**config.mk**
```make
export PLATFORM = sky130hd
export DESIGN_NAME = fb_write_scheduler
export DESIGN_NICKNAME = d
export VERILOG_FILES = /design/src/rtl/matrix_pkg.sv /design/src/rtl/fbw_fifo.sv /design/src/rtl/fb_write_scheduler.sv
export SDC_FILE = /design/constraint.sdc
export NUM_CORES = 1
export LEC_CHECK = 0
export CORE_MARGIN = 2
export CORE_UTILIZATION = 36
export DETAILED_ROUTE_END_ITERATION = 7
export PLACE_DENSITY = 0.66
export SKIP_CTS_REPAIR_TIMING = 1
export SYNTH_ARGS = -nofsm -noshare
export SYNTH_HDL_FRONTEND = slang
export SYNTH_HIERARCHICAL = 1
export SYNTH_SLANG_ARGS = --single-unit
```
**constraint.sdc**
```tcl
create_clock -name clk -period 5.2 [get_ports clk]
set_clock_uncertainty 0.2 [all_clocks]
set_input_delay 0.52 -clock clk [delete_from_list [all_inputs] [get_ports clk]]
set_output_delay 0.52 -clock clk [all_outputs]
set_load 0.03 [all_outputs]
```
**src/rtl/matrix_pkg.sv**
```systemverilog
// -----------------------------------------------------------------------------
// matrix_pkg
//  Shared definitions for the 32x32 RGB LED matrix frame buffer path.
//  - COLS / ROWS / COL_W / ADDR_W : frame geometry and RAM address width
//  - rgb_t                        : packed {r,g,b} pixel
//  - fbw_state_t                  : write scheduler FSM states
//  - pix_adr(x, y)                : frame RAM address of a pixel ({y, x})
// -----------------------------------------------------------------------------
package matrix_pkg;

    localparam int COLS   = 32;
    localparam int ROWS   = 32;
    localparam int COL_W  = $clog2(COLS);
    localparam int ADDR_W = $clog2(COLS * ROWS);

    typedef struct packed {
        logic r;
        logic g;
        logic b;
    } rgb_t;

    typedef enum logic [1:0] {
        IDLE,
        ARM,
        WRITE,
        RELEASE
    } fbw_state_t;

    // Row-major address: y*32 + x. With 32 columns this is plain concatenation,
    // so rows 16..31 naturally fall into the upper half of the RAM.
    function automatic logic [ADDR_W-1:0] pix_adr(input logic [COL_W-1:0] x,
                                                  input logic [COL_W-1:0] y);
        return {y, x};
    endfunction

endpackage

```
**src/rtl/fbw_fifo.sv**
```systemverilog
// -----------------------------------------------------------------------------
// fbw_fifo
//  Small synchronous FIFO holding pending frame RAM writes.
//  Ports:
//   clk, reset      clock, asynchronous active-high reset (pointers/count)
//   push, push_data write side; a push while full is dropped
//   pop             read side; a pop while empty is ignored
//   head            entry at the read pointer (valid when !empty)
//   full, empty     derived from the registered count only
//   count           number of entries held (0..DEPTH)
//  DEPTH must be a power of two so the pointers wrap by plain overflow.
// -----------------------------------------------------------------------------
module fbw_fifo #(
    parameter int DEPTH = 4,
    parameter int WIDTH = 13
) (
    input  logic                     clk,
    input  logic                     reset,
    input  logic                     push,
    input  logic [WIDTH-1:0]         push_data,
    input  logic                     pop,
    output logic [WIDTH-1:0]         head,
    output logic                     full,
    output logic                     empty,
    output logic [$clog2(DEPTH):0]   count
);

    localparam int PTR_W = $clog2(DEPTH);
    localparam int CNT_W = PTR_W + 1;

    logic [WIDTH-1:0] mem_q [DEPTH];
    logic [PTR_W-1:0] wr_ptr_q, wr_ptr_d;
    logic [PTR_W-1:0] rd_ptr_q, rd_ptr_d;
    logic [CNT_W-1:0] count_q, count_d;
    logic             push_ok;
    logic             pop_ok;

    assign full    = (count_q == CNT_W'(DEPTH));
    assign empty   = (count_q == '0);
    assign push_ok = push && !full;
    assign pop_ok  = pop && !empty;
    assign head    = mem_q[rd_ptr_q];
    assign count   = count_q;

    always_comb begin
        wr_ptr_d = wr_ptr_q;
        rd_ptr_d = rd_ptr_q;
        count_d  = count_q;
        if (push_ok) begin
            wr_ptr_d = wr_ptr_q + 1'b1;
        end
        if (pop_ok) begin
            rd_ptr_d = rd_ptr_q + 1'b1;
        end
        case ({push_ok, pop_ok})
            2'b10:   count_d = count_q + 1'b1;
            2'b01:   count_d = count_q - 1'b1;
            default: count_d = count_q;
        endcase
    end

    always_ff @(posedge clk or posedge reset) begin
        if (reset) begin
            wr_ptr_q <= '0;
            rd_ptr_q <= '0;
            count_q  <= '0;
        end else begin
            wr_ptr_q <= wr_ptr_d;
            rd_ptr_q <= rd_ptr_d;
            count_q  <= count_d;
        end
    end

    // Storage needs no reset: entries are only read once the count says so.
    always_ff @(posedge clk) begin
        if (push_ok) begin
            mem_q[wr_ptr_q] <= push_data;
        end
    end

endmodule

```
**src/rtl/fb_write_scheduler.sv**
```systemverilog
// -----------------------------------------------------------------------------
// fb_write_scheduler
//  Queues host pixel writes and issues them to the shared R/G/B frame RAMs
//  only while the scan controller has released the address bus (slot_open).
//  Ports:
//   clk, reset          clock, asynchronous active-high reset
//   wr_valid/wr_ready   host write handshake; wr_x, wr_y, wr_rgb = pixel
//   slot_open           scan controller is not using the RAM address bus
//   scan_sel            1 = scan address drives RAM, 0 = this block drives it
//   mem_we/adr/din      frame RAM write port (registered)
//   pending             number of queued host writes
//   clr_req, clr_busy   (FB_CLEAR_EN only) full-frame clear to 0
//  Optional feature macro: FB_CLEAR_EN adds a sweep that clears the whole
//  frame, with priority over queued host writes.
// -----------------------------------------------------------------------------
module fb_write_scheduler #(
    parameter int ADDR_W     = 10,
    parameter int COL_W      = 5,
    parameter int FIFO_DEPTH = 4,
    parameter int SLOT_MAX   = 2
) (
    input  logic                          clk,
    input  logic                          reset,
    input  logic                          wr_valid,
    output logic                          wr_ready,
    input  logic [COL_W-1:0]              wr_x,
    input  logic [COL_W-1:0]              wr_y,
    input  logic [2:0]                    wr_rgb,
    input  logic                          slot_open,
`ifdef FB_CLEAR_EN
    input  logic                          clr_req,
    output logic                          clr_busy,
`endif
    output logic                          scan_sel,
    output logic                          mem_we,
    output logic [ADDR_W-1:0]             mem_adr,
    output logic [2:0]                    mem_din,
    output logic [$clog2(FIFO_DEPTH):0]   pending
);

    import matrix_pkg::*;

    localparam int CNT_W   = $clog2(FIFO_DEPTH) + 1;
    localparam int ENT_W   = ADDR_W + 3;
    localparam int BURST_W = $clog2(SLOT_MAX + 1);

    // FIFO interface
    logic             fifo_push;
    logic             fifo_pop;
    logic [ENT_W-1:0] push_entry;
    logic [ENT_W-1:0] fifo_head;
    logic             fifo_full;
    logic             fifo_empty;
    logic [CNT_W-1:0] fifo_count;

    // FSM state and registered outputs
    fbw_state_t          state_q, state_d;
    logic                scan_sel_q, scan_sel_d;
    logic                mem_we_q, mem_we_d;
    logic [ADDR_W-1:0]   mem_adr_q, mem_adr_d;
    rgb_t                mem_din_q, mem_din_d;
    logic [BURST_W-1:0]  burst_q, burst_d;
    // Set once a window has been released; keeps a long slot from starting a
    // second burst, so SLOT_MAX really is a per-window limit.
    logic                done_q, done_d;

    // Source selection for the next ARM
    logic                have_work;
    logic [ADDR_W-1:0]   next_adr;
    rgb_t                next_din;

`ifdef FB_CLEAR_EN
    logic                clr_busy_q, clr_busy_d;
    logic [ADDR_W-1:0]   clr_adr_q, clr_adr_d;
    logic                src_clr_q, src_clr_d;   // current ARM/WRITE entry is a clear write
    logic                clr_last;               // WRITE of the final sweep address
    logic                use_clr;

    assign clr_last  = clr_busy_q && (state_q == WRITE) && src_clr_q && (mem_adr_q == '1);
    assign use_clr   = clr_busy_q && !clr_last;
    assign have_work = use_clr || !fifo_empty;
    assign next_adr  = use_clr ? clr_adr_q : fifo_head[ENT_W-1:3];
    assign next_din  = use_clr ? rgb_t'(3'b000) : rgb_t'(fifo_head[2:0]);
    assign wr_ready  = !fifo_full && !clr_busy_q;
    assign clr_busy  = clr_busy_q;
`else
    assign have_work = !fifo_empty;
    assign next_adr  = fifo_head[ENT_W-1:3];
    assign next_din  = rgb_t'(fifo_head[2:0]);
    assign wr_ready  = !fifo_full;
`endif

    assign fifo_push  = wr_valid && wr_ready;
    assign push_entry = {ADDR_W'(pix_adr(wr_x, wr_y)), wr_rgb};

    fbw_fifo #(
        .DEPTH (FIFO_DEPTH),
        .WIDTH (ENT_W)
    ) u_fifo (
        .clk       (clk),
        .reset     (reset),
        .push      (fifo_push),
        .push_data (push_entry),
        .pop       (fifo_pop),
        .head      (fifo_head),
        .full      (fifo_full),
        .empty     (fifo_empty),
        .count     (fifo_count)
    );

    always_comb begin
        state_d    = state_q;
        scan_sel_d = scan_sel_q;
        mem_we_d   = 1'b0;
        mem_adr_d  = mem_adr_q;
        mem_din_d  = mem_din_q;
        burst_d    = burst_q;
        done_d     = done_q;
        fifo_pop   = 1'b0;
`ifdef FB_CLEAR_EN
        src_clr_d  = src_clr_q;
        clr_busy_d = clr_busy_q;
        clr_adr_d  = clr_adr_q;
        if (clr_req && !clr_busy_q) begin
            clr_busy_d = 1'b1;
            clr_adr_d  = '0;
        end
        if (clr_last) begin
            clr_busy_d = 1'b0;
        end
`endif

        case (state_q)
            IDLE: begin
                scan_sel_d = 1'b1;
                if (have_work && slot_open && !done_q) begin
                    state_d    = ARM;
                    scan_sel_d = 1'b0;
                    mem_adr_d  = next_adr;
                    mem_din_d  = next_din;
`ifdef FB_CLEAR_EN
                    src_clr_d  = use_clr;
`endif
                end
            end
            ARM: begin
                if (slot_open) begin
                    state_d  = WRITE;
                    mem_we_d = 1'b1;
                    burst_d  = burst_q + 1'b1;
                    // The entry leaves the queue as the write is issued, so an
                    // abort in ARM never loses it.
`ifdef FB_CLEAR_EN
                    if (src_clr_q) begin
                        clr_adr_d = clr_adr_q + 1'b1;
                    end else begin
                        fifo_pop = 1'b1;
                    end
`else
                    fifo_pop = 1'b1;
`endif
                end else begin
                    state_d    = IDLE;
                    scan_sel_d = 1'b1;
                end
            end
            WRITE: begin
                // burst_q already counts the write in progress.
                if (slot_open && have_work && (burst_q < BURST_W'(SLOT_MAX))) begin
                    state_d   = ARM;
                    mem_adr_d = next_adr;
                    mem_din_d = next_din;
`ifdef FB_CLEAR_EN
                    src_clr_d = use_clr;
`endif
                end else begin
                    state_d    = RELEASE;
                    scan_sel_d = 1'b1;
                    burst_d    = '0;
                    done_d     = slot_open;
                end
            end
            RELEASE: begin
                state_d    = IDLE;
                scan_sel_d = 1'b1;
                burst_d    = '0;
            end
            default: begin
                state_d    = IDLE;
                scan_sel_d = 1'b1;
            end
        endcase

        // A closed slot ends the window: the next opening starts a fresh burst.
        if (!slot_open) begin
            burst_d = '0;
            done_d  = 1'b0;
        end
    end

    always_ff @(posedge clk or posedge reset) begin
        if (reset) begin
            state_q    <= IDLE;
            scan_sel_q <= 1'b1;
            mem_we_q   <= 1'b0;
            mem_adr_q  <= '0;
            mem_din_q  <= '0;
            burst_q    <= '0;
            done_q     <= 1'b0;
`ifdef FB_CLEAR_EN
            src_clr_q  <= 1'b0;
            clr_busy_q <= 1'b0;
            clr_adr_q  <= '0;
`endif
        end else begin
            state_q    <= state_d;
            scan_sel_q <= scan_sel_d;
            mem_we_q   <= mem_we_d;
            mem_adr_q  <= mem_adr_d;
            mem_din_q  <= mem_din_d;
            burst_q    <= burst_d;
            done_q     <= done_d;
`ifdef FB_CLEAR_EN
            src_clr_q  <= src_clr_d;
            clr_busy_q <= clr_busy_d;
            clr_adr_q  <= clr_adr_d;
`endif
        end
    end

    assign scan_sel = scan_sel_q;
    assign mem_we   = mem_we_q;
    assign mem_adr  = mem_adr_q;
    assign mem_din  = mem_din_q;
    assign pending  = fifo_count;

endmodule
```
## After elaboration in Yosys (flattened, before gate mapping)

Memories as Yosys holds them, arrays and structs flattened.
Cells that the tools add are included.

- Add/sub/neg operators: 5
- Magnitude comparators: 1
- Eq/ne operators: 14
- Mux-type cells: 24
- Reduce and logical (&&, ||, !) cells: 17

Operators by type and width:

| operator | count |
|---|---|
| 2-to-1 mux 10 bit | 2 |
| case mux 10 bit (2 select lines) | 1 |
| case mux 3 bit (2 select lines) | 2 |
| 2-to-1 mux 2 bit | 5 |
| != test 2 bit, second input constant | 5 |
| 2-to-1 mux 1 bit | 9 |
| case mux 2 bit (4 select lines) | 1 |
| adder 2 x 1 -> 2 bit, second input constant | 3 |
| equality test 2 bit, second input constant | 3 |
| logical AND 1 bit | 6 |
| 2-to-1 mux 3 bit | 2 |
| case mux 2 bit (3 select lines) | 1 |
| AND reduction 2 bit | 3 |
| equality test 2 x 1 -> 1 bit, second input constant | 2 |
| != test 4 x 1 -> 1 bit, second input constant | 1 |
| case mux 1 bit (4 select lines) | 1 |
| nonzero test 2 bit | 2 |
| adder 3 x 1 -> 3 bit, second input constant | 1 |
| equality test 3 bit, second input constant | 1 |
| logical NOT 1 bit | 3 |
| logical NOT 3 bit | 1 |
| != test 3 bit, second input constant | 1 |
| AND reduction 3 bit | 1 |
| subtractor 3 x 1 -> 3 bit, second input constant | 1 |
| other kinds (3) | 3 |

- Bits in registers: 27
- RAM bits: 52
- Input port bits: 17
- Output and inout bits: 19
- Logic and storage cells: 74
- Memories: 1

Memory list:

| memory | words | width | read ports | clocked after memory_dff | write ports | line | text |
|---|---|---|---|---|---|---|---|
| u_fifo.mem_q | 4 | 13 | 1 | 0 | 1 | fbw_fifo.sv:31 | `logic [WIDTH-1:0] mem_q [DEPTH];` |

## Logic depth before layout (Yosys ltp)

Gate-level depths: netlist (run 1).

- Word-level depth: 7
- Depth in mapped cells: 10
- Gate-level depth less buffers: 10

## Cells and area by module

The synthesis (run 1) kept the hierarchy.

Modules (own cells, without submodules):

| module | instances | cells an instance | area each (µm²) | sequential area each (µm²) |
|---|---|---|---|---|
| fbw_fifo | 1 | 106 | 2338.5 | 1736.7 |
| fb_write_scheduler | 1 | 60 | 863.3 | 501.7 |

## Least setup slack after synthesis (run 1)

Ideal clock, no wire load.

- Path type: register to register
- From: reg u_fifo.count_q[2] (netlist: u_fifo/count[2])
- To: reg u_fifo.count_q[2] (netlist: u_fifo/count[2])
- Setup time: 0.081 ns
- Data arrival time: 2.101 ns
- Required time: 4.919 ns
- Slack: 2.818 ns
- Stages on the path, launching flop included: 11
- Buffers on the path: 0
- Clock period less this slack: 2.382 ns
- Path through: dfrtp_1 > nor3b_2 > nor2b_1 > nor2b_2 > inv_1 > ha_1 > inv_1 > fa_1 > xor2_1 > nor2_1 > xor2_1

- Word-level cells in the longest chain between the ends: 6
- Elaborated cells on any way between the ends: 13
- Classes of those cells: 2 x add/sub; 3 x eq/ne; 1 x mux; 7 x reduce/logical

Ends and longest elaborated chain:

| item | line | text |
|---|---|---|
| start: declaration | fbw_fifo.sv:34 | `logic [CNT_W-1:0] count_q, count_d;` |
| start signal: assignment | fbw_fifo.sv:70 | `count_q <= count_d;` |
| equality test 3 bit (*) | fbw_fifo.sv:38 | `assign full = (count_q == CNT_W'(DEPTH));` |
| net fifo_full | fb_write_scheduler.sv:52 | `logic fifo_full;` |
| logical NOT 1 bit (*) | fb_write_scheduler.sv:90 | `assign wr_ready = !fifo_full;` |
| logical AND 1 bit (*) | fb_write_scheduler.sv:93 | `assign fifo_push = wr_valid && wr_ready;` |
| net fifo_push | fb_write_scheduler.sv:48 | `logic fifo_push;` |
| logical AND 1 bit (*) | fbw_fifo.sv:40 | `assign push_ok = push && !full;` |
| equality test 2 x 1 -> 1 bit or equality test 2 bit (tied branches) | fbw_fifo.sv:55 | `case ({push_ok, pop_ok})` |
| case mux 3 bit (2 select lines) or nonzero test 2 bit (tied branches) | - |  |

The timed path passes the listed nets; every way through them passes the cells marked *.
A chain may end at the register's enable or synchronous reset.

## Worst setup path in the final report (run 1)

- From: in slot_open
- To: reg u_fifo.count_q[2] (netlist: u_fifo/count[2])

- Word-level cells in the longest chain between the ends: 5
- Elaborated cells on any way between the ends: 7
- Classes of those cells: 2 x eq/ne; 3 x mux; 2 x reduce/logical

Ends and longest elaborated chain:

| item | line | text |
|---|---|---|
| start: declaration | fb_write_scheduler.sv:29 | `input logic slot_open,` |
| 2-to-1 mux 1 bit (*) | fb_write_scheduler.sv:147 | `if (slot_open) begin` |
| 2-to-1 mux 1 bit (*) | fb_write_scheduler.sv:133 | `case (state_q)` |
| net fifo_pop | fb_write_scheduler.sv:49 | `logic fifo_pop;` |
| logical AND 1 bit (*) | fbw_fifo.sv:41 | `assign pop_ok = pop && !empty;` |
| net u_fifo.pop_ok | fbw_fifo.sv:36 | `logic pop_ok;` |
| equality test 2 x 1 -> 1 bit or equality test 2 bit (tied branches) | fbw_fifo.sv:55 |  |
| case mux 3 bit (2 select lines) or nonzero test 2 bit (tied branches) | - |  |

Marks and branches as above.

==> impl_metrics.toml, run 1 <==
[placement]
place_area_um2 = 3640
pre_cts_slack_ps = 2373
place_congestion = 0.7447
dp.cells = 305
dp.final_hpwl_um = 3156
port_buffers = 35

[critical_path]
critPathLaunchType = "primary input"
crit_chain = "clkdlybuf4s50_1 -> and3b_2 -> o31a_1 -> ha_1 -> inv_1 -> fa_1 -> xor2_1 -> nor2_1 -> xor2_1"
cp.depth = 9
worst-endpoint-required_ps = 5270
critPathArrivalTime_ps = 2530
cp_slowest_cell = "clkdlybuf4s50_1"
crit_top_cell = "xor2_1"
path_max_fanout = 5
r2r_cells = 10
endpoint_kind = "flop"
critPathKind = "in2reg"
critPathBufInv = 2
cp_top_family = "buffers and inverters"
cp_slowest_stage_delay_ps = 530

[floorplan]
start_util = 0.3689
design.core.area_um2 = 8678
dieArea_um2 = 9664
rows = 34
die_y_um = 98.31
die_w_um = 98.31
io_pins = 36

[final_layout]
final_cell_count_no_fill = 321
n_antenna_cell = 0
drive_gt1_frac = 0.2113
final_net_count = 231
layout_common_cells = "52 x edfxtp_1, 35 x clkdlybuf4s50_1, 26 x dfrtp_1"
stdcell_area_um2 = 3871
syn2layout_area_growth_pct = 20.91
final_core_util = 0.4461
final_common_cell = "edfxtp_1"

[timing]
slew_violations = 0
min_period_over_period = 0.4734
tightest_slew_ps = 964.8
max_freq_mhz = 406.2
period_needed_ps = 2462
setup-violations-final = 0
finalWorstSetupSlack_ps = 2738
rsz0062_at_grt = "false"
finalSetupTns_ps = 0
hold_viol = 0
slew_headroom = 0.3567

[power_and_ir_drop]
max-vdd-ir-drop_uv = 195.8
leakage_nw = 1.458
p_per_area_nw_per_um2 = 605.8

[detailed_routing]
viasPerCell = 4.713
firstDrtPassIters = 4
wirelength_um = 4998
drt-initial-drc-count = 97
post_drt_wl_per_cell_um = 15.57
postRouteAntennaNets = 0
post-route-drc-count = 0
via_count = 1513

[synth]
ys_ff_latch = 79
synth_edf_count = 52
yosys.area.top_type = "edfxtp_1"
synth_cells = 166
ys_dominant_reg_cell = "edfxtp_1"
avgSynthCellArea_um2 = 19.29
synthArstFlopShare = 0.3418
synth_cell_type_count = 35
synth_fp_nets = 189
yosysTopAreaCellShare = 0.4877
synthTopCellsByArea = "edfxtp_1 49%, dfrtp_1 20%, mux4_2 5.6%"
syn_area_um2 = 3202
synth_seq_area_share = 0.6991
ys_warn_count = 6

[global_routing]
antenna_found_initial = 0
overflow = 0
grt_max_degree = 21
grtUsageTotal = 0.1172
grt_pass1_vias = 1511
grt_first_pass_wirelength_um = 8300

[worst_hold_path]
hold_path_class = "in2async"

[clocking]
cts_sinks = 79
worst_skew_pair.late_latency_ps = 340
root_buffer = "clkbuf_8"
cts_tree = "yes"
htree_levels = 3
clkTransAtPathRegs_ps = 70
clockBufferDepth = 2
cts_made_buffers = 9

[flow_run]
max-cap-violations = 0

[run_status]
status = "completed"
==> layout make-up <==
class | instances | area (um2)
clock buffers | 11 | 151.4
well taps | 108 | 135.1
inverters | 11 | 41.29
fillers | 773 | 4807
repair buffers | 35 | 350.3
flip-flops and latches | 79 | 2238
clock inverters | 5 | 80.08
multi-input cells | 72 | 874.6
==> report_power, final <==
group | total (W) | switching (W) | internal [W] | leakage [nW]
Combinational | 0.000820 | 0.000385 | 0.000435 | 0.547
Sequential | 0.00102 | 0.000150 | 0.000868 | 0.800
Clock | 0.000507 | 0.000211 | 0.000295 | 0.112
==> state kept, by name (all words and copies together) (netlist names) <==
register / count
scan_sel: 1
mem_din: 3
u_fifo/count: 3
state_q: 2
mem_adr: 10
mem_we: 1
u_fifo/rd_ptr_q: 2
done_q: 1
u_fifo/wr_ptr_q: 2
burst_q: 2
u_fifo/mem_q: 52
==> synthesized netlist by cell type, types with 2 or more instances <==
| master | count |
|---|---|
| mux2_2 | 3 |
| nor3_1 | 2 |
| dfrtp_1 | 26 |
| nor2b_2 | 2 |
| mux2_4 | 11 |
| buf_6 | 2 |
| ha_1 | 5 |
| xnor2_1 | 3 |
| mux4_2 | 8 |
| nor3b_1 | 2 |
| edfxtp_1 | 52 |
| nand2_1 | 2 |
| and2_1 | 4 |
| nor2_1 | 6 |
| xor2_1 | 4 |
| inv_1 | 11 |
| mux4_1 | 5 |
==> routing by layer <==
layer,global-route usage,vias to the layer above,share of wire
met2,0.1659,41,0.47
met3,0.03436,7,0.053
met5,0,-,0
li1,-,713,-
met1,0.1605,752,0.45
met4,0.06955,0,0.020
==> through the flow <==
stage,total power (W),hold slack [ps]
after floorplan,0.001623,123.4
after global placement,0.001855,293.6
after detailed placement,0.001870,294.4
after CTS,0.002382,242.1
after global routing,0.002493,293.1
final,0.002345,249.1
==> logic make-up after synthesis <==
| kind of cell | synth area share |
|---|---|
| buf+inv | 0.02774 |
| simple gates | 0.04533 |
| flops | 0.6991 |
| xor+xnor | 0.01915 |
| compound gates | 0.02032 |
| fa+ha+maj | 0.02579 |
| mux | 0.1626 |
==> path summary, 6_finish.rpt <==
path,from,to,slack [ps]
worst max register to register,u_fifo/count[0],u_fifo/count[2],2840
max in group asynchronous,reset,mem_adr[4],3800
worst min-delay path,reset,u_fifo/count[2],250
worst max-delay path,slot_open,u_fifo/count[2],2740
worst min register to register,scan_sel,scan_sel,300
min in group clk,scan_sel,scan_sel,300
Note: power is estimated with default switching activity, not from simulation.
==> inputs of run 2 (changes only) <==
- clock period: 5.2 -> 2.5 ns (I/O delays scaled with it)
==> impl_metrics.toml, run 2 (synthesized netlist as in run 1, its figures left out) <==
[detailed_routing]
post_drt_wl_per_cell_um = 15.43
post-route-drc-count = 0
viasPerCell = 4.648
firstDrtPassIters = 4
drt-initial-drc-count = 49
wirelength_um = 5169
postRouteAntennaNets = 0
via_count = 1557

[clocking]
clockBufferDepth = 2
cts_sinks = 79
htree_levels = 3
cts_tree = "yes"
worst_skew_pair.late_latency_ps = 330
cts_made_buffers = 9
root_buffer = "clkbuf_8"
clkTransAtPathRegs_ps = 70

[timing]
finalSetupTns_ps = 0
setup-violations-final = 0
slew_headroom = 0.5738
tightest_slew_ps = 639.3
min_period_over_period = 0.9049
period_needed_ps = 2262
hold_viol = 0
max_freq_mhz = 442.1
slew_violations = 0
rsz0062_at_grt = "false"

[floorplan]
die_y_um = 98.31
io_pins = 36
dieArea_um2 = 9664
start_util = 0.3689
rows = 34
design.core.area_um2 = 8678
die_w_um = 98.31

[power_and_ir_drop]
p_per_area_nw_per_um2 = 1282
leakage_nw = 1.553
max-vdd-ir-drop_uv = 368.6

[global_routing]
antenna_found_initial = 0
grt_pass1_vias = 1653
grtUsageTotal = 0.1185
grt_max_degree = 21
grt_first_pass_wirelength_um = 8438
overflow = 0

[worst_hold_path]
min_path_cells = 1
hold-path-endpoint = "scan_sel"
hold_path_class = "reg2reg"
min_from = "scan_sel"

[critical_path]
regToRegStartpoint = "u_fifo/count[2]"
reg2reg_slack_ps = 240
critPathKind = "reg2reg"
critPathLaunchType = "flop"
path_max_fanout = 5
endpoint_kind = "flop"
worst-endpoint-required_ps = 2560
crit_path_start = "u_fifo/count[2]"
critPathArrivalTime_ps = 2320
reg2reg_to = "u_fifo/count[2]"
r2r_cells = 10

[final_layout]
final_common_cell = "edfxtp_1"
syn2layout_area_growth_pct = 25.60
nFillCells = 770
layout_common_cells = "52 x edfxtp_1, 35 x clkdlybuf4s50_1, 26 x dfrtp_1, 12 x buf_4"
drive_gt1_frac = 0.2511
n_antenna_cell = 0
final_net_count = 245
largest_reg_flops = 52
top_register = "u_fifo/mem_q"
final_core_util = 0.4634

[placement]
port_buffers = 35
dp.final_hpwl_um = 3284
place_congestion = 0.7334

[flow_run]
max-cap-violations = 0

[run_status]
status = "completed"
-- run 2: cell types whose count changed in the layout (fill, tap and decap cells not counted), sizes merged --
cell | before | now
bufinv | 2 | 4
clkinv | 1 | 2
buf | 0 | 13
clkbuf | 11 | 10
dlygate4sd3 | 0 | 1
clkinvlp | 2 | 0
-- run 2: where the power goes --
| part | switching, W | total (W) | internal (W) |
|---|---|---|---|
| Clock | 0.000441 | 0.00121 | 0.000765 |
| Sequential | 0.000221 | 0.00203 | 0.00180 |
| Combinational | 0.000915 | 0.00192 | 0.00101 |
| Total | 0.00158 | 0.00516 | 0.00358 |
-- run 2: metrics by stage --
| stage | power, W | setup slack [ps] | cells | hold slack [ps] | instance area, um2 |
|---|---|---|---|---|---|
| global placement | 0.003972 | 118.5 | 318 | 291.4 | 3750 |
| finish | 0.005156 | 237.8 | 335 | 305.1 | 4021 |
| detailed placement | 0.004020 | 93.49 | 318 | 295.5 | 3750 |
| CTS | 0.005237 | 219.6 | 334 | -35.26 | 4011 |
| global route | 0.005456 | 12.10 | 335 | 319.3 | 4021 |
| floorplan | 0.003376 | 118.0 | 166 | -146.6 | 3202 |
-- run 2: how the worst max path moves through the flow --
| stage | end | cells after the start | slack, ps |
|---|---|---|---|
| after global placement | u_fifo/count[2] | 9 | 120 |
| after global routing | u_fifo/count[2] | 10 | 10 |
| after floorplan | u_fifo/count[2] | 10 | 120 |
| after detailed placement | u_fifo/count[2] | 9 | 90 |
| final | u_fifo/count[2] | 10 | 240 |
| after CTS | u_fifo/count[2] | 10 | 220 |
-- run 2: critical path: stages, from the launching register on --
cell and delay, ps:
dfrtp_1 420, nor3b_2 280, nor2b_1 70, nor2b_2 160, inv_1 60, ha_1 170
inv_1 60, fa_1 370, xor2_1 150, nor2_1 110, xor2_1 150
-- run 2: metal layers --
metal  GRT usage  vias up  share of wire  wire length [um]
met5           0        -              0                 0
li1            -      737              -                 -
met1      0.1431      788           0.45              2303
met3     0.04080        4          0.048               248
met2      0.1863       28           0.49              2530
met4     0.06639        0          0.017                87
-- run 2: cell type report --
class | instances | area (um2) | area share
clock buffer | 10 | 127.6 | 0.03174
tap | 108 | 135.1 | 0.03360
inverter | 11 | 41.29 | 0.01027
multi-input combinational | 72 | 874.6 | 0.2175
clock inverter | 6 | 133.9 | 0.03329
sequential | 79 | 2238 | 0.5566
timing repair buffer | 49 | 470.5 | 0.1170
==> inputs of run 3 (changes only) <==
- CORE_MARGIN: 2 -> 5
- SKIP_LAST_GASP: default -> 1
- SYNTH_HIERARCHICAL: 1 -> default
==> impl_metrics.toml, run 3 <==
[critical_path]
cp_slowest_cell = "dfrtp_2"
critPathArrivalTime_ps = 2430
cp_top_family = "simple AND/OR/NAND/NOR gates"
path_max_fanout = 6
critPathLaunchType = "flop"
r2r_cells = 9
regToRegStartpoint = "u_fifo.count[1]"
critPathKind = "reg2reg"
crit_chain = "or3b_4 -> and2_4 -> inv_1 -> ha_1 -> inv_1 -> fa_1 -> xor2_1 -> nor2_1 -> xor2_1"
cp_slowest_stage_delay_ps = 420
reg2reg_slack_ps = 130
endpoint_kind = "flop"
critPathBufInv = 2
reg2reg_to = "u_fifo.count[2]"
worst-endpoint-required_ps = 2560

[synth]
synth_commonest_cells = "52 x edfxtp_1, 26 x dfrtp_1, 11 x mux2_4, 10 x inv_1, 9 x mux4_2"
syn_area_um2 = 3201
synth_compound_area_frac = 0.02424
synthMuxAreaShare = 0.1615
synth_cell_type_count = 33
ys_warn_count = 0
ys_dominant_reg_cell = "edfxtp_1"
ys_ff_latch = 79
yosysTopAreaCellShare = 0.4879
synth_top_family_by_area = "multiplexers"
synthAdderAreaFrac = 0.02580
synth-simple-area-share = 0.04378
yosys.area.top_type = "edfxtp_1"
synth_cells = 165
synthArstFlopShare = 0.3418
synthTopCellsByArea = "edfxtp_1 49%, dfrtp_1 20%, mux4_2 6.3%"
synth_edf_count = 52
synthXorXnorAreaFrac = 0.01916
synth_seq_area_share = 0.6994
synth_fp_nets = 188
avgSynthCellArea_um2 = 19.40
synth.most_common_cell = "edfxtp_1"

[global_routing]
grt_first_pass_wirelength_um = 8990
overflow = 0
grt_max_degree = 28
antenna_found_initial = 0
grtUsageTotal = 0.1073
grt_pass1_vias = 1703

[floorplan]
io_pins = 36
rows = 34
die_y_um = 104.3
start_util = 0.3688
design.core.area_um2 = 8678
dieArea_um2 = 10880
die_w_um = 104.3

[run_status]
status = "completed"

[power_and_ir_drop]
p_per_area_nw_per_um2 = 1225
leakage_nw = 1.511
fin_total_pwr_w = 0.004838
max-vdd-ir-drop_uv = 363.4

[final_layout]
layout_common_cells = "52 x edfxtp_1, 35 x clkdlybuf4s50_1, 23 x dfrtp_1, 15 x buf_4, 11 x mux2_4"
top_register = "u_fifo.mem_q"
final_cell_count_no_fill = 336
n_antenna_cell = 0
syn2layout_area_growth_pct = 23.42
final_net_count = 246
final_common_cell = "edfxtp_1"
largest_reg_flops = 52
drive_gt1_frac = 0.2719

[clocking]
htree_levels = 3
cts_tree = "yes"
clockBufferDepth = 2
worst_skew_pair.late_latency_ps = 340
clkTransAtPathRegs_ps = 80
root_buffer = "clkbuf_8"
cts_sinks = 79
cts_made_buffers = 9

[detailed_routing]
postRouteAntennaNets = 0
viasPerCell = 4.708
post-route-drc-count = 0
post_drt_wl_per_cell_um = 16.13
drt-initial-drc-count = 51
firstDrtPassIters = 4
via_count = 1582
wirelength_um = 5419

[timing]
min_period_over_period = 0.9469
rsz0062_at_grt = "false"
setup-violations-final = 0
finalWorstSetupSlack_ps = 132.8
max_freq_mhz = 422.4
finalSetupTns_ps = 0
slew_headroom = 0.5933
hold_viol = 0
tightest_slew_ps = 610.1
period_needed_ps = 2367
slew_violations = 0

[worst_hold_path]
hold_path_class = "in2async"

[placement]
place_congestion = 0.6780
port_buffers = 35
dp.final_hpwl_um = 3699
dp.cells = 318
pre_cts_slack_ps = 98.19

[flow_run]
max-cap-violations = 0
[run 3: changes by cell type after synthesis, moves of 2 or more]
cell / change
nor4_1: +2
and2_1: -4
nand2_1: +2
nor2b_2: -2
nor2_1: -2
and3_1: +4
[run 3: cell type report]
| class | count | area (um2) |
|---|---|---|
| clock inverter | 5 | 42.54 |
| timing repair buffer | 51 | 483.0 |
| tap | 108 | 135.1 |
| multi-input combinational | 72 | 878.3 |
| sequential | 79 | 2242 |
| inverter | 10 | 37.54 |
| fill | 773 | 4728 |
| clock buffer | 11 | 131.4 |
[run 3: how the worst max path moves through the flow]
stage,endpoint,cells after the start,from,slack (ps)
after floorplan,u_fifo.count[2],9,u_fifo.count[0],30
after global placement,u_fifo.count[2],9,u_fifo.count[1],150
after detailed placement,u_fifo.count[2],9,u_fifo.count[1],100
after CTS,u_fifo.count[2],9,u_fifo.count[1],80
after global routing,u_fifo.count[2],9,u_fifo.count[0],30
final,u_fifo.count[2],9,u_fifo.count[1],130
[run 3: kinds of logic (layout without fill, tap and decap cells)]
kind of cell,Yosys count,in the layout
xor gates and xnor gates,7,7
buffers and inverters,14,77
DFF,79,79
and+or+nand+nor,24,24
AOI/OAI and AO/OA,7,7
adders and majority gates,6,6
muxes,28,28
[run 3: routing by layer]
layer | track usage | part of all wire | up-vias | routed length [um]
li1 | - | - | 746 | -
met1 | 0.1311 | 0.44 | 799 | 2381
met2 | 0.1733 | 0.50 | 26 | 2720
met3 | 0.03290 | 0.039 | 11 | 211
met4 | 0.04995 | 0.019 | 0 | 105
met5 | 0 | 0 | - | 0
[run 3: worst reg2reg max path, stage by stage, from the launching register on]
cell and delay, ps:
dfrtp_2 420, or3b_4 400, and2_4 190, inv_1 50, ha_1 180, inv_1 60
fa_1 370, xor2_1 150, nor2_1 110, xor2_1 150
[run 3: through the flow]
step | util | hold WS [ps] | instance area, um2
after floorplan | - | 101.8 | 3204
after global placement | 0.4334 | 291.7 | 3761
after detailed placement | 0.4334 | 296.8 | 3761
after CTS | 0.4534 | 89.51 | 3935
after global routing | 0.4552 | 140.7 | 3950
final | 0.4552 | 87.36 | 3950
[run 3: power breakdown]
part,total [W],internal (W),switching (W)
Clock,0.000824,0.000370,0.000454
Sequential,0.00204,0.00181,0.000236
Combinational,0.00197,0.00104,0.000935
Total,0.00484,0.00321,0.00163
